**src/rtl/ex_mem_pipe.sv**
```systemverilog
// EX->MEM pipeline register with bubble/flush/hold control and an EX multi-cycle feedback path.
// Optional exception fields are enabled by defining EX_MEM_EXC_EN.
module ex_mem_pipe #(
  parameter int DATA_W     = 32,
  parameter int REG_ADDR_W = 5,
  parameter int ALUOP_W    = 8,
  parameter int CNT_W      = 2,
  parameter int STALL_W    = 6,
  parameter int STAGE_IDX  = 3
) (
  input  logic                  clk,
  input  logic                  rst,
  input  logic [STALL_W-1:0]    stall,
  input  logic                  flush,
  input  logic                  ex_valid,
  input  logic [REG_ADDR_W-1:0] ex_wd,
  input  logic                  ex_wreg,
  input  logic [DATA_W-1:0]     ex_wdata,
  input  logic                  ex_whilo,
  input  logic [DATA_W-1:0]     ex_hi,
  input  logic [DATA_W-1:0]     ex_lo,
  input  logic [ALUOP_W-1:0]    ex_aluop,
  input  logic [DATA_W-1:0]     ex_mem_addr,
  input  logic [DATA_W-1:0]     ex_reg2,
  input  logic [2*DATA_W-1:0]   hilo_i,
  input  logic [CNT_W-1:0]      cnt_i,
`ifdef EX_MEM_EXC_EN
  input  logic [31:0]           ex_excepttype,
  input  logic [DATA_W-1:0]     ex_inst_addr,
  input  logic                  ex_in_delayslot,
  output logic [31:0]           mem_excepttype,
  output logic [DATA_W-1:0]     mem_inst_addr,
  output logic                  mem_in_delayslot,
`endif
  output logic                  mem_valid,
  output logic [REG_ADDR_W-1:0] mem_wd,
  output logic                  mem_wreg,
  output logic [DATA_W-1:0]     mem_wdata,
  output logic                  mem_whilo,
  output logic [DATA_W-1:0]     mem_hi,
  output logic [DATA_W-1:0]     mem_lo,
  output logic [ALUOP_W-1:0]    mem_aluop,
  output logic [DATA_W-1:0]     mem_mem_addr,
  output logic [DATA_W-1:0]     mem_reg2,
  output logic [2*DATA_W-1:0]   hilo_o,
  output logic [CNT_W-1:0]      cnt_o
);

  typedef struct packed {
    logic                  valid;
    logic [REG_ADDR_W-1:0] wd;
    logic                  wreg;
    logic [DATA_W-1:0]     wdata;
    logic                  whilo;
    logic [DATA_W-1:0]     hi;
    logic [DATA_W-1:0]     lo;
    logic [ALUOP_W-1:0]    aluop;
    logic [DATA_W-1:0]     mem_addr;
    logic [DATA_W-1:0]     reg2;
`ifdef EX_MEM_EXC_EN
    logic [31:0]           excepttype;
    logic [DATA_W-1:0]     inst_addr;
    logic                  in_delayslot;
`endif
  } bundle_t;

  bundle_t               w_ex;
  bundle_t               r_mem;
  logic [2*DATA_W-1:0]   r_hilo;
  logic [CNT_W-1:0]      r_cnt;
  logic                  w_s;
  logic                  w_n;

  assign w_s = stall[STAGE_IDX];
  assign w_n = stall[STAGE_IDX+1];

  assign w_ex.valid    = ex_valid;
  assign w_ex.wd       = ex_wd;
  assign w_ex.wreg     = ex_wreg;
  assign w_ex.wdata    = ex_wdata;
  assign w_ex.whilo    = ex_whilo;
  assign w_ex.hi       = ex_hi;
  assign w_ex.lo       = ex_lo;
  assign w_ex.aluop    = ex_aluop;
  assign w_ex.mem_addr = ex_mem_addr;
  assign w_ex.reg2     = ex_reg2;
`ifdef EX_MEM_EXC_EN
  assign w_ex.excepttype   = ex_excepttype;
  assign w_ex.inst_addr    = ex_inst_addr;
  assign w_ex.in_delayslot = ex_in_delayslot;
`endif

  // Pipeline register: reset > flush > bubble (loads feedback) > capture > full hold.
  always_ff @(posedge clk) begin
    if (!rst) begin
      r_mem  <= '0;
      r_hilo <= '0;
      r_cnt  <= '0;
    end else if (flush) begin
      r_mem  <= '0;
      r_hilo <= '0;
      r_cnt  <= '0;
    end else if (w_s && !w_n) begin
      r_mem  <= '0;
      r_hilo <= hilo_i;
      r_cnt  <= cnt_i;
    end else if (!w_s) begin
      r_mem  <= w_ex;
      r_hilo <= '0;
      r_cnt  <= '0;
    end else begin
      r_mem  <= r_mem;
      r_hilo <= r_hilo;
      r_cnt  <= r_cnt;
    end
  end

  assign mem_valid    = r_mem.valid;
  assign mem_wd       = r_mem.wd;
  assign mem_wreg     = r_mem.wreg;
  assign mem_wdata    = r_mem.wdata;
  assign mem_whilo    = r_mem.whilo;
  assign mem_hi       = r_mem.hi;
  assign mem_lo       = r_mem.lo;
  assign mem_aluop    = r_mem.aluop;
  assign mem_mem_addr = r_mem.mem_addr;
  assign mem_reg2     = r_mem.reg2;
  assign hilo_o       = r_hilo;
  assign cnt_o        = r_cnt;
`ifdef EX_MEM_EXC_EN
  assign mem_excepttype   = r_mem.excepttype;
  assign mem_inst_addr    = r_mem.inst_addr;
  assign mem_in_delayslot = r_mem.in_delayslot;
`endif

  ex_mem_pipe_chk #(
    .STALL_W   (STALL_W),
    .STAGE_IDX (STAGE_IDX)
  ) u_chk (
    .clk   (clk),
    .rst   (rst),
    .stall (stall)
  );

endmodule

// Flags stall vectors the control unit must never produce (EX running while MEM is stopped).
module ex_mem_pipe_chk #(
  parameter int STALL_W   = 6,
  parameter int STAGE_IDX = 3
) (
  input logic               clk,
  input logic               rst,
  input logic [STALL_W-1:0] stall
);

  // Checks the stall vector every cycle outside reset.
  always_ff @(posedge clk) begin
    if (rst) begin
      assert (!$isunknown(stall)) else $error("ex_mem_pipe: stall vector unknown");
      assert (!(!stall[STAGE_IDX] && stall[STAGE_IDX+1]))
        else $error("ex_mem_pipe: illegal stall pattern EX running, MEM stopped");
    end
  end

endmodule

```
**config.mk**
```make
export PLATFORM = sky130hd
export DESIGN_NAME = ex_mem_pipe
export DESIGN_NICKNAME = d
export VERILOG_FILES = /design/src/rtl/ex_mem_pipe.sv
export SDC_FILE = /design/constraint.sdc
export NUM_CORES = 1
export LEC_CHECK = 0
export ABC_AREA = 1
export CAP_MARGIN = 25
export CELL_PAD_IN_SITES_DETAIL_PLACEMENT = 1
export CELL_PAD_IN_SITES_GLOBAL_PLACEMENT = 1
export CORE_MARGIN = 2
export CORE_UTILIZATION = 29
export CTS_CLUSTER_SIZE = 12
export DETAILED_ROUTE_END_ITERATION = 10
export MAX_ROUTING_LAYER = met4
export PLACE_DENSITY_LB_ADDON = 0.1
export SLEW_MARGIN = 20
export SYNTH_ARGS = -nofsm -noshare
export SYNTH_HDL_FRONTEND = slang
export SYNTH_SLANG_ARGS = --single-unit
```
**constraint.sdc**
```tcl
create_clock -name clk -period 1.9 [get_ports clk]
set_input_delay 0.19 -clock clk [delete_from_list [all_inputs] [get_ports clk]]
set_output_delay 0.19 -clock clk [all_outputs]
set_load 0.1 [all_outputs]
```
==> results of run 1 <==
==> routing by layer <==
metal	share of wire, %	track usage [%]	routed length (microns)
met1	39	20.8	14800
met5	0	-	0
met4	3.0	6.40	1120
met2	48	33.9	18200
met3	9.7	7.58	3690
==> worst max-delay path by stage <==
stage | start | endpoint | cells past startpoint
global placement | flush | mem_mem_addr[28]$_SDFFE_PP0N_ | 5
detailed placement | flush | mem_mem_addr[13]$_SDFFE_PP0N_ | 5
floorplan | hilo_o[10]$_SDFFE_PP0P_ | hilo_o[10]$_SDFFE_PP0P_ | 2
global route | mem_wdata[18]$_SDFFE_PP0N_ | mem_wdata[18] | 1
finish | mem_wdata[18]$_SDFFE_PP0N_ | mem_wdata[18] | 1
CTS | mem_wdata[18]$_SDFFE_PP0N_ | mem_wdata[18] | 1
==> tightest hold or removal path, delay by kind of cell <==
kind                   cells  cell delay, ps
AOI/OAI and AO/OA          1              60
buffers and inverters      1             390
and+or+nand+nor            1              70
==> sequential cells by signal (all words and copies together) (netlist names), 2 cells and up <==
name          cells
mem_aluop         8
mem_lo           32
hilo_o           64
mem_wd            5
cnt_o             2
mem_hi           32
mem_reg2         32
mem_mem_addr     32
mem_wdata        32
==> kinds of logic (layout without fill, tap and decap cells) <==
logic type | after synthesis | in the layout | share of synthesized area, %
simple gates | 839 | 839 | 32.1
buf+inv | 449 | 904 | 17.7
flops | 242 | 242 | 47.0
compound gates | 66 | 66 | 3.20
other cells | 0 | 8 | 0
==> stage by stage <==
step           power [W]  worst slack (ps)  utilization, %  hold WS, ps  std cells
5_1_grt           0.0140               394            44.8          203       2519
2_1_floorplan    0.00689               611               -          351       1596
6_report          0.0134               433            44.9          205       2520
4_1_cts           0.0137               373            44.8          178       2512
3_3_place_gp     0.00773               248            42.0          471       2460
3_5_place_dp     0.00776               218            42.0          479       2460
==> area by class of cell <==
class / instances / area [sq um]
well taps: 461 / 577
fillers: 4521 / 19500
clock buffers: 49 / 933
clock inverters: 3 / 68.8
multi-input cells: 905 / 3650
flip-flops and latches: 242 / 4840
inverters: 355 / 1330
repair buffers: 497 / 4410
diodes: 8 / 20.0
==> synthesized netlist by cell type <==
master,instances
buf_2,68
inv_2,1
nor2_1,529
buf_4,14
dfxtp_1,242
nand3_1,132
a21oi_1,66
inv_1,354
buf_1,7
nand2_1,178
clkbuf_1,5
==> cell usage in the layout, fill, tap and decap left out <==
master           count
clkbuf_1             9
inv_2                2
inv_6                1
buf_8                1
nand2_1            177
buf_2                1
buf_12               5
nor2_1             529
nand3_1            132
a21oi_1             66
clkdlybuf4s50_1    244
bufinv_16            2
clkbuf_16           31
inv_1              353
nand2_4              1
clkbuf_8             9
buf_4              246
diode_2              8
dfxtp_1            242
==> where the power goes <==
group          internal, W  switching (W)
logic             0.000802        0.00157
clock network      0.00358        0.00221
registers          0.00520      0.0000648
==> results.txt, run 1 <==
The run finished with clean final reports. Setup violations remaining at the end of the flow were counted as 0. The power per cell area was 848 nW/um^2.

Setup repair after global routing left no endpoint under its margin. The cell depth of the worst min-delay path works out to 3. The run gives 1 as the depth of the CTS H-tree. The tools report the largest buffer count on any clock path as 3. The kind of start point of the critical path was a register. The chip height is 193 microns.

For this design, the CTS-stage hold fixing added 0 buffers. The routed wire length is 37800 microns, and the number of buffers inserted during clock tree synthesis is 30. The tightest min-delay check is of the in2reg type. The tools report the count of instances resized after the clock tree is built as 0.

In the final routed layout, each cell accounts on average for 15.0 microns. The worst-case headroom to the max-slew limit is 48.7%, and the maximum resistive drop on vdd is 720 uV. For the pin with the worst max-slew slack, the measured transition is 770 ps. The run gives 8 as the initial antenna violation count. On the critical path the largest part of the delay comes from flip-flops.

The core area was 35300 sq um. The synthesis-to-finish area growth is 53.6%. The count of clock tree sinks is 242. Once detailed placement completed, the half-perimeter wirelength came to 27100 microns. In this design, the stage delay of the slowest critical-path cell is 400 ps. The clock insertion delay at the later pin of the skew report came out at 560 ps. Clock-pin slew was measured on the worst setup and hold paths at 60 ps. The tools report the root cell of the clock tree as clkbuf_16. The first routing iteration left 353 violations. The worst path arrival time is 1280 ps. Timing would allow up to 682 MHz. The last weighted congestion value of the routability-driven placer was 0.766. Sequential cells were found to cover 47.0% of the synthesized design area.

For the number of detailed-routing iterations run before antenna repair, the log shows 4. The total number of vias is 10700, and the share of the clock period used by the worst path after layout is 77.2%. Net count reported at finish: 2282. The critical path's slowest cell is dfxtp_1.

The total placed instance area is 14800 sq um, and the time the final worst path needs with I/O delays and setup is 1470 ps. For this run, design rule violations remaining after detail routing come to 0. After routing the design area is 15800 sq um. The first global-routing pass estimated 55300 microns of wire. The tools report the capture endpoint of the worst hold path as hilo_o[5]$_SDFFE_PP0P_. The worst register-to-register path has a setup slack of 1140 ps. Measured in cells, the most critical reg-to-reg path has a length of 4. The category of the critical setup timing path was reg2out. The synthesized design devotes to its leading area cell type 47.0% of total area. The worst register-to-register path ends at mem_mem_addr[23]$_SDFFE_PP0N_. The via density per instance was 4.23; the boundary pin count was 493. The logs give 0 for the number of nets with antenna violations after routing and 182 for the maximum number of pins on one net before global-route repair. The run gives 0 as the number of buffers inserted by post-CTS setup repair.

For the count of distinct cell types in the synthesized netlist, the log shows 11. The horizontal extent of the die was 193 microns. The mean instance size in the synthesized netlist is 6.46 sq um. In this run the tool buffered the top-level ports with 488 buffer cells. The flip-flop and latch count after synthesis came out at 242.

The tools report the clock skew after layout as 0 ps. The effective utilization at floorplan is 29.2%. The critical path goes through buf_4. The data required time at the worst endpoint was 1710 ps. The max-capacitance violation count came out at 0.

The count of mapped cells out of synthesis is 1596, and the total count of max-transition violations in the final report is 0. The die covers 37100 sq um. The biggest area contributor in the post-synthesis netlist is dfxtp_1. The tools report the reg-to-reg critical path startpoint as mem_mem_addr[23]$_SDFFE_PP0N_. Along the worst path, the maximum fanout reaches 2.

Across every metal layer, demand over resource in global routing totals 19.7%. The tools report the leakage power as 8.61 nW. The number of nets in the synthesized netlist is 1847. The total buffers and inverters traversed by the critical path came out at 1. TritonCTS built the clock tree.

Sorting the synthesized cells by area gives the leading types as dfxtp_1 (47%), nor2_1 (19%), inv_1 (13%). The logs give 0 ps for the setup total negative slack and 0 for the final-report hold violation count. The element type at the critical path end is an output port. The via count of the first global-routing pass was 10300. For the number of warnings issued by yosys, the log shows 0. The tools report the remaining global-route overflow as 0. The worst hold path begins at hilo_i[5]. Summing every instance area after synthesis gives 10300 sq um. The floorplan has 69 rows. The fraction of layout instances using a drive strength above 1 was 14.6%.
No activity file was read; power rests on OpenSTA's default activity.
==> run 2, diff against run 1 <==
--- a/config.mk
+++ b/config.mk
@@ -10,7 +10,7 @@
 export CELL_PAD_IN_SITES_DETAIL_PLACEMENT = 1
 export CELL_PAD_IN_SITES_GLOBAL_PLACEMENT = 1
 export CORE_MARGIN = 2
-export CORE_UTILIZATION = 29
+export CORE_UTILIZATION = 25
 export CTS_CLUSTER_SIZE = 12
 export DETAILED_ROUTE_END_ITERATION = 10
 export MAX_ROUTING_LAYER = met4
==> constraint.sdc (replaced) <==
create_clock -name clk -period 1.2 [get_ports clk]
set_input_delay 0.12 -clock clk [delete_from_list [all_inputs] [get_ports clk]]
set_output_delay 0.12 -clock clk [all_outputs]
set_load 0.1 [all_outputs]
==> results.txt, run 2 (synthesis results as in run 1) <==
The proportion of total power due to net switching came out at 29.1% (+0.49 points). Tracing the worst setup path back leads to its startpoint at mem_wdata[22]$_SDFFE_PP0N_. The largest stage delay on the critical path came out at 350 ps (-50 ps).

Proportion of power drawn by the clock network: 41.4% (-1.7 points). In this run the critical register-to-register path is captured at mem_lo[27]$_SDFFE_PP0N_. The pre-CTS worst setup slack was -389 ps (-607 ps); the setup slack of the worst register-to-register path was 400 ps (-740 ps).

The total buffers and inverters traversed by the critical path is 1 (unchanged), and the time the final worst path needs with I/O delays and setup is 1230 ps. The via count of the first global-routing pass came out at 11300 (+9.5%). Kind of start point of the critical path: a register. The initial antenna violation count was 4 (-4); the flip-flop count of the largest register after layout was 64 (unchanged). Static timing analysis puts the maximum clock frequency at 810 MHz. The setup path with the least slack is of type reg2out. The share of the clock period used by the worst path after layout is 103%, and the sequential power share is 38.5% (-0.7 points).

The last weighted congestion value of the routability-driven placer came out at 0.757 (-1.2%). The logic depth of the worst register-to-register path came out at 5 (+1). Data required time at the worst endpoint: 1080 ps (-630 ps). The remaining global-route overflow is 0 (unchanged). The overall routing resource usage is 19.2% (-0.47 points).

The final-report hold violation count is 0 (unchanged), and the largest buffer count on any clock path is 3 (unchanged). Critical path depth: 1 (unchanged). The critical path's slowest cell was dfxtp_2.

For the net count reported at finish, the log shows 2319 (+1.6%). Maximum number of pins on one net before global-route repair: 67 (-63%). The tools report the core area as 40700 sq um (+15%).

The leakage power was 9.69 nW (+13%); the effective utilization at floorplan was 25.3% (-3.9 points). The worst-margin pin slew works out to 333 ps (-437 ps). The logs give 74 (+7.2%) for the total number of placement rows and 0 (unchanged) for the number of DRC violations after detailed routing. The root cell of the clock tree is clkbuf_16.

The gate family responsible for the most delay along the worst path was flip-flops. The tools report the reg-to-reg critical path startpoint as mem_lo[27]$_SDFFE_PP0N_. The number of nets with antenna violations after routing was 0 (unchanged). The number of detailed-routing iterations run before antenna repair is 4 (unchanged), and the worst-case headroom to the max-slew limit is 77.8% (+29 points).

The via density per instance is 4.16 (-1.7%). From synthesis to final layout, the design area changed by 91.4%. The fraction of layout instances using a drive strength above 1 is 28.1% (+13 points). The top cell types in the final layout, fill and taps aside, are nor2_1 (529), inv_1 (353), buf_12 (263). For the half-perimeter wire length after detailed placement, the log shows 31100 microns (+15%). The last element of the critical path is mem_wdata[22]. The DRC violation total after the first TritonRoute iteration was 401 (+14%); the clock insertion delay at the later pin of the skew report was 560 ps (about the same).

Worst path arrival time: 1110 ps (-170 ps). Clock slew at the register clock pins of the worst setup and hold paths: 60 ps (about the same). The chip height works out to 207 microns (+7.5%).

The tools report the clock skew after layout as 0 ps (unchanged). TritonCTS built the clock tree. The total count of max-transition violations in the final report came out at 0 (unchanged). The power after layout was 0.0220 W (+64%); the number of hold buffers added after CTS was 0 (unchanged). The maximum fanout encountered on the critical timing path is 2 (unchanged), and the power per cell area is 1120 nW/um^2 (+32%). The horizontal extent of the die is 207 microns (+7.5%). Portion of total power attributed to combinational logic: 20.2% (+2.6 points). The routed wire length is 40900 microns (+8.3%).

Number of buffers inserted during clock tree synthesis: 31 (+3.3%). The checks that failed: negative setup slack. The run finished, with violations left.

The number of endpoints failing setup at the final stage was 228 (+228); the average routed wire per standard cell was 15.6 microns (+3.8%). Traced cell by cell, the critical path runs through buf_12. Setup repair after global routing could not meet its margin everywhere.

The count of clock tree sinks is 242 (unchanged). The worst hold path begins at stall[3]. Element type at the critical path end: an output port. The run gives 0 (unchanged) as the max-capacitance violation count. The area of the die came out at 42900 sq um (+16%). The depth of the CTS H-tree was 1 (unchanged).

Fill cell total of the finished layout: 4783 (+5.8%). The tools report the wire length of the first global-routing pass as 63600 microns (+15%). The tools report the total number of vias as 10900 (+2.6%).

The class of the tightest hold or removal check was in2reg. The slack of the critical path is -34.0 ps (-467 ps). The internal power contribution was 0.0156 W (+63%); the count of buffers inserted at the top-level ports was 488 (unchanged).

The switching power of the nets was 0.00641 W (+67%); the boundary pin count was 493 (unchanged). The most common cell after layout, fill and taps aside is nor2_1. The maximum resistive drop on vdd is 968 uV (+34%).
run 2: power by group through the flow:
stage | Sequential, W | Clock, W | Combinational, W
after floorplan | 0.00997 | 0 | 0.000996
after global placement | 0.00865 | 0 | 0.00442
after detailed placement | 0.00866 | 0 | 0.00446
after CTS | 0.00848 | 0.00946 | 0.00449
after global routing | 0.00849 | 0.00987 | 0.00472
final | 0.00847 | 0.00911 | 0.00444
run 2: through the flow:
stage	instances	instance area, sq um	util, %	setup TNS (ps)	hold WS (ps)
2_1_floorplan	1596	10600	-	0	273
3_3_place_gp	2552	18600	45.6	-74760	489
3_5_place_dp	2552	18600	45.6	-73840	494
4_1_cts	2615	19700	48.2	-11090	4.08
5_1_grt	2627	19700	48.5	-13560	19.0
6_report	2628	19700	48.5	-2310	28.7
run 2: worst min-delay path by stage:
stage | to | slack, ps | cells past startpoint
2_1_floorplan | cnt_o[0]$_SDFFE_PP0P_ | 270 | 2
3_3_place_gp | hilo_o[24]$_SDFFE_PP0P_ | 490 | 2
3_5_place_dp | hilo_o[18]$_SDFFE_PP0P_ | 490 | 2
4_1_cts | hilo_o[10]$_SDFFE_PP0P_ | 4 | 4
5_1_grt | hilo_o[9]$_SDFFE_PP0P_ | 20 | 4
6_report | hilo_o[9]$_SDFFE_PP0P_ | 30 | 4
run 2: per-layer routing:
layer | GRT usage, % | wire length, microns | up-vias
met5 | - | 0 | -
met4 | 4.61 | 739 | 0
met3 | 7.57 | 3950 | 48
met2 | 33.2 | 20300 | 309
met1 | 20.6 | 16000 | 5034
li1 | - | - | 5535
run 2: repair_timing:
action / 4_1_cts / 5_1_grt
endpoints found under the setup margin: 242 / 242
gates resized for setup: 1 / 7
buffers inserted: 7 / 8
run 2: layout make-up:
type / count / area, sq um / area share [%]
well taps: 532 / 666 / 3.37
clock buffers: 43 / 911 / 4.61
flip-flops and latches: 242 / 5170 / 26.2
inverters: 355 / 1330 / 6.75
repair buffers: 533 / 7910 / 40.1
multi-input cells: 905 / 3650 / 18.5
clock inverters: 13 / 93.8 / 0.475
diodes: 5 / 12.5 / 0.0634
==> run 3, diff against run 2 <==
--- a/config.mk
+++ b/config.mk
@@ -10,12 +10,12 @@
 export CELL_PAD_IN_SITES_DETAIL_PLACEMENT = 1
 export CELL_PAD_IN_SITES_GLOBAL_PLACEMENT = 1
 export CORE_MARGIN = 2
-export CORE_UTILIZATION = 25
+export CORE_UTILIZATION = 27
 export CTS_CLUSTER_SIZE = 12
 export DETAILED_ROUTE_END_ITERATION = 10
 export MAX_ROUTING_LAYER = met4
 export PLACE_DENSITY_LB_ADDON = 0.1
-export SLEW_MARGIN = 20
+export SLEW_MARGIN = 15
 export SYNTH_ARGS = -nofsm -noshare
 export SYNTH_HDL_FRONTEND = slang
 export SYNTH_SLANG_ARGS = --single-unit
==> constraint.sdc (replaced) <==
create_clock -name clk -period 1.35 [get_ports clk]
set_input_delay 0.135 -clock clk [delete_from_list [all_inputs] [get_ports clk]]
set_output_delay 0.135 -clock clk [all_outputs]
set_load 0.1 [all_outputs]
==> results.txt, run 3 (synthesis results as in run 1) <==
The via density per instance was 4.21 (+1.2%); the net count reported at finish was 2294 (-1.1%). The logs give 37700 sq um (-7.5%) for the core area and 0 (unchanged) for the remaining global-route overflow. The total buffers and inverters traversed by the critical path was 1 (unchanged). In this run the clock root is driven by a clkbuf_16. TritonCTS built the clock tree.

The layer flagged by global routing as most heavily used is met2. The flip-flop count of the largest register after layout came out at 64 (unchanged). The maximum fanout encountered on the critical timing path was 2 (unchanged); the met2 track utilization from global routing was 35.3% (+2.1 points). The run finished with clean final reports. The path class of the tightest hold or removal check is in2reg. For this design, the slowest cell found on the critical path is dfxtp_1. The worst path arrival time came out at 1160 ps (+50 ps). The synthesis-to-finish area growth is 84.9%. The largest stage delay on the critical path was 390 ps (+40 ps); the setup slack of the worst register-to-register path was 570 ps (+170 ps).

Largest buffer count on any clock path: 3 (unchanged). The power per cell area came out at 1010 nW/um^2 (-9.8%). The average routed wire per standard cell is 15.5 microns (-0.47%), and the depth of the CTS H-tree is 1 (unchanged). Time the final worst path needs with I/O delays and setup: 1290 ps. For the overall routing resource usage, the log shows 20.2% (+1.0 points).

The chip height was 199 microns (-3.7%). The number of nets with antenna violations after routing came out at 0 (unchanged). Number of buffers inserted by post-CTS setup repair: 0 (-7). The number of instances in the placed design is 2522 (-1.2%). The category of the critical setup timing path is reg2out. The logs give 2580 (-1.8%) for the filler-free cell count of the finished design and 774 MHz for the highest clock frequency the design can meet. The data required time at the worst endpoint is 1220 ps (+140 ps). STA classifies the critical path startpoint as a register. Half-perimeter wire length after detailed placement: 29900 microns (-4.1%). The run gives 21.1% (+0.52 points) as the met1 layer usage reported by global route. The total placed instance area is 18100 sq um (-2.7%), and the leakage power is 9.38 nW (-3.3%). The tools report the total number of placement rows as 71 (-4.1%).

The run gives 4528 (-5.3%) as the fill cell total of the finished layout. The logs give 11200 (-1.0%) for the via count of the first global-routing pass and 29.8 ps (+1.04 ps) for the worst hold slack after final layout. The area of the die came out at 39800 sq um (-7.3%). Horizontal extent of the die: 199 microns (-3.7%). The element type at the critical path end was an output port. In the layout the commonest cells are nor2_1 (529), inv_1 (353), buf_12 (255).

For the boundary pin count, the log shows 493 (unchanged). Most common cell after layout, fill and taps aside: nor2_1. The run gives 0 (unchanged) as the total count of max-transition violations in the final report. Worst-margin pin slew: 487 ps (+154 ps). The run gives 10900 (-0.64%) as the total number of vias. For the effective utilization at floorplan, the log shows 27.4% (+2.1 points). The worst-case headroom to the max-slew limit came out at 67.6% (-10 points).

The tools report the met3 track utilization from global routing as 8.19% (+0.62 points). The count of buffers inserted at the top-level ports came out at 488 (unchanged). The total non-filler cell area in the finished layout was 19100 sq um (-3.4%); the final-report hold violation count was 0 (unchanged). The last weighted congestion value of the routability-driven placer is 0.772 (+2.0%), and the fraction of layout instances using a drive strength above 1 is 15.2% (-13 points).

For the DRC violation total after the first TritonRoute iteration, the log shows 368 (-8.2%). The maximum resistive drop on vdd came out at 862 uV (-11%). The wire length of the first global-routing pass is 60800 microns (-4.4%), and the share of the clock period used by the worst path after layout is 95.7%. The count of instances resized after the clock tree is built came out at 1 (unchanged).

The logs give 0 ps (+2310 ps) for the setup total negative slack and 242 (unchanged) for the count of clock tree sinks. The run gives 30 (-3.2%) as the number of buffers inserted during clock tree synthesis. Setup repair after global routing left no endpoint under its margin. The logs give 0 (unchanged) for the max-capacitance violation count and 6 (+2) for the initial antenna violation count. Grouping stages by cell kind, the critical path spends the most delay in flip-flops. The logs give 116 (+73%) for the maximum number of pins on one net before global-route repair and 0 (unchanged) for the number of DRC violations after detailed routing.

The tools report the clock insertion delay at the later pin of the skew report as 560 ps (about the same). The tools report the number of detailed-routing iterations run before antenna repair as 4 (unchanged). The logs give 40000 microns (-2.3%) for the routed wire length and 0 (-100%) for the number of endpoints failing setup at the final stage. The clock skew after layout was 0 ps (unchanged). The number of hold buffers added after CTS is 0 (unchanged), and the clock slew at the register clock pins of the worst setup and hold paths is 60 ps (about the same). The critical path goes through buf_12.
run 3: cell count changes in the layout (fill, tap and decap cells not counted), moves of 7 or more:
cell | previous run | this run
dfxtp_1 | 0 | 241
dfxtp_2 | 234 | 1
buf_4 | 24 | 8
buf_12 | 263 | 255
dfxtp_4 | 8 | 0
clkinv_2 | 11 | 4
run 3: report_power, final:
part / leakage [nW] / switching (W) / total, W / internal, W
Clock: 0.471 / 0.00310 / 0.00782 / 0.00472
Combinational: 6.94 / 0.00224 / 0.00385 / 0.00161
Sequential: 1.96 / 0.000184 / 0.00751 / 0.00732
Total: 9.38 / 0.00553 / 0.0192 / 0.0137
run 3: worst paths after layout:
check / cells after the start / from / end
worst max-delay path: 1 / mem_wdata[19]$_SDFFE_PP0N_ / mem_wdata[19]
worst min-delay path: 4 / stall[3] / mem_wdata[3]$_SDFFE_PP0N_
worst min register to register: 2 / hilo_o[56]$_SDFFE_PP0P_ / hilo_o[56]$_SDFFE_PP0P_
worst max register to register: 2 / hilo_o[57]$_SDFFE_PP0P_ / hilo_o[57]$_SDFFE_PP0P_
run 3: metrics by stage:
stage	setup slack [ps]	util [%]	total power (W)
after floorplan	60.8	-	0.00970
after global placement	-133	48.0	0.0115
after detailed placement	-176	48.0	0.0115
after CTS	17.9	50.6	0.0195
after global routing	1.00	50.6	0.0200
final	57.8	50.6	0.0192
run 3: cell type report:
| type | instances | area [sq um] | share of cell area [%] |
|---|---|---|---|
| antenna | 7 | 17.5 | 0.0919 |
| clock buffer | 45 | 898 | 4.71 |
| clock inverter | 6 | 57.6 | 0.302 |
| inverter | 355 | 1330 | 6.99 |
| multi-input combinational | 905 | 3650 | 19.2 |
| sequential | 242 | 4850 | 25.4 |
| tap | 511 | 639 | 3.35 |
| timing repair buffer | 509 | 7630 | 40.0 |
run 3: layer usage:
layer / vias up / wire length (microns) / share of wire (%)
met4: 0 / 885 / 2.2
met2: 318 / 20100 / 50
li1: 5479 / - / -
met1: 5009 / 15000 / 38
met3: 50 / 4020 / 10
met5: - / 0 / 0
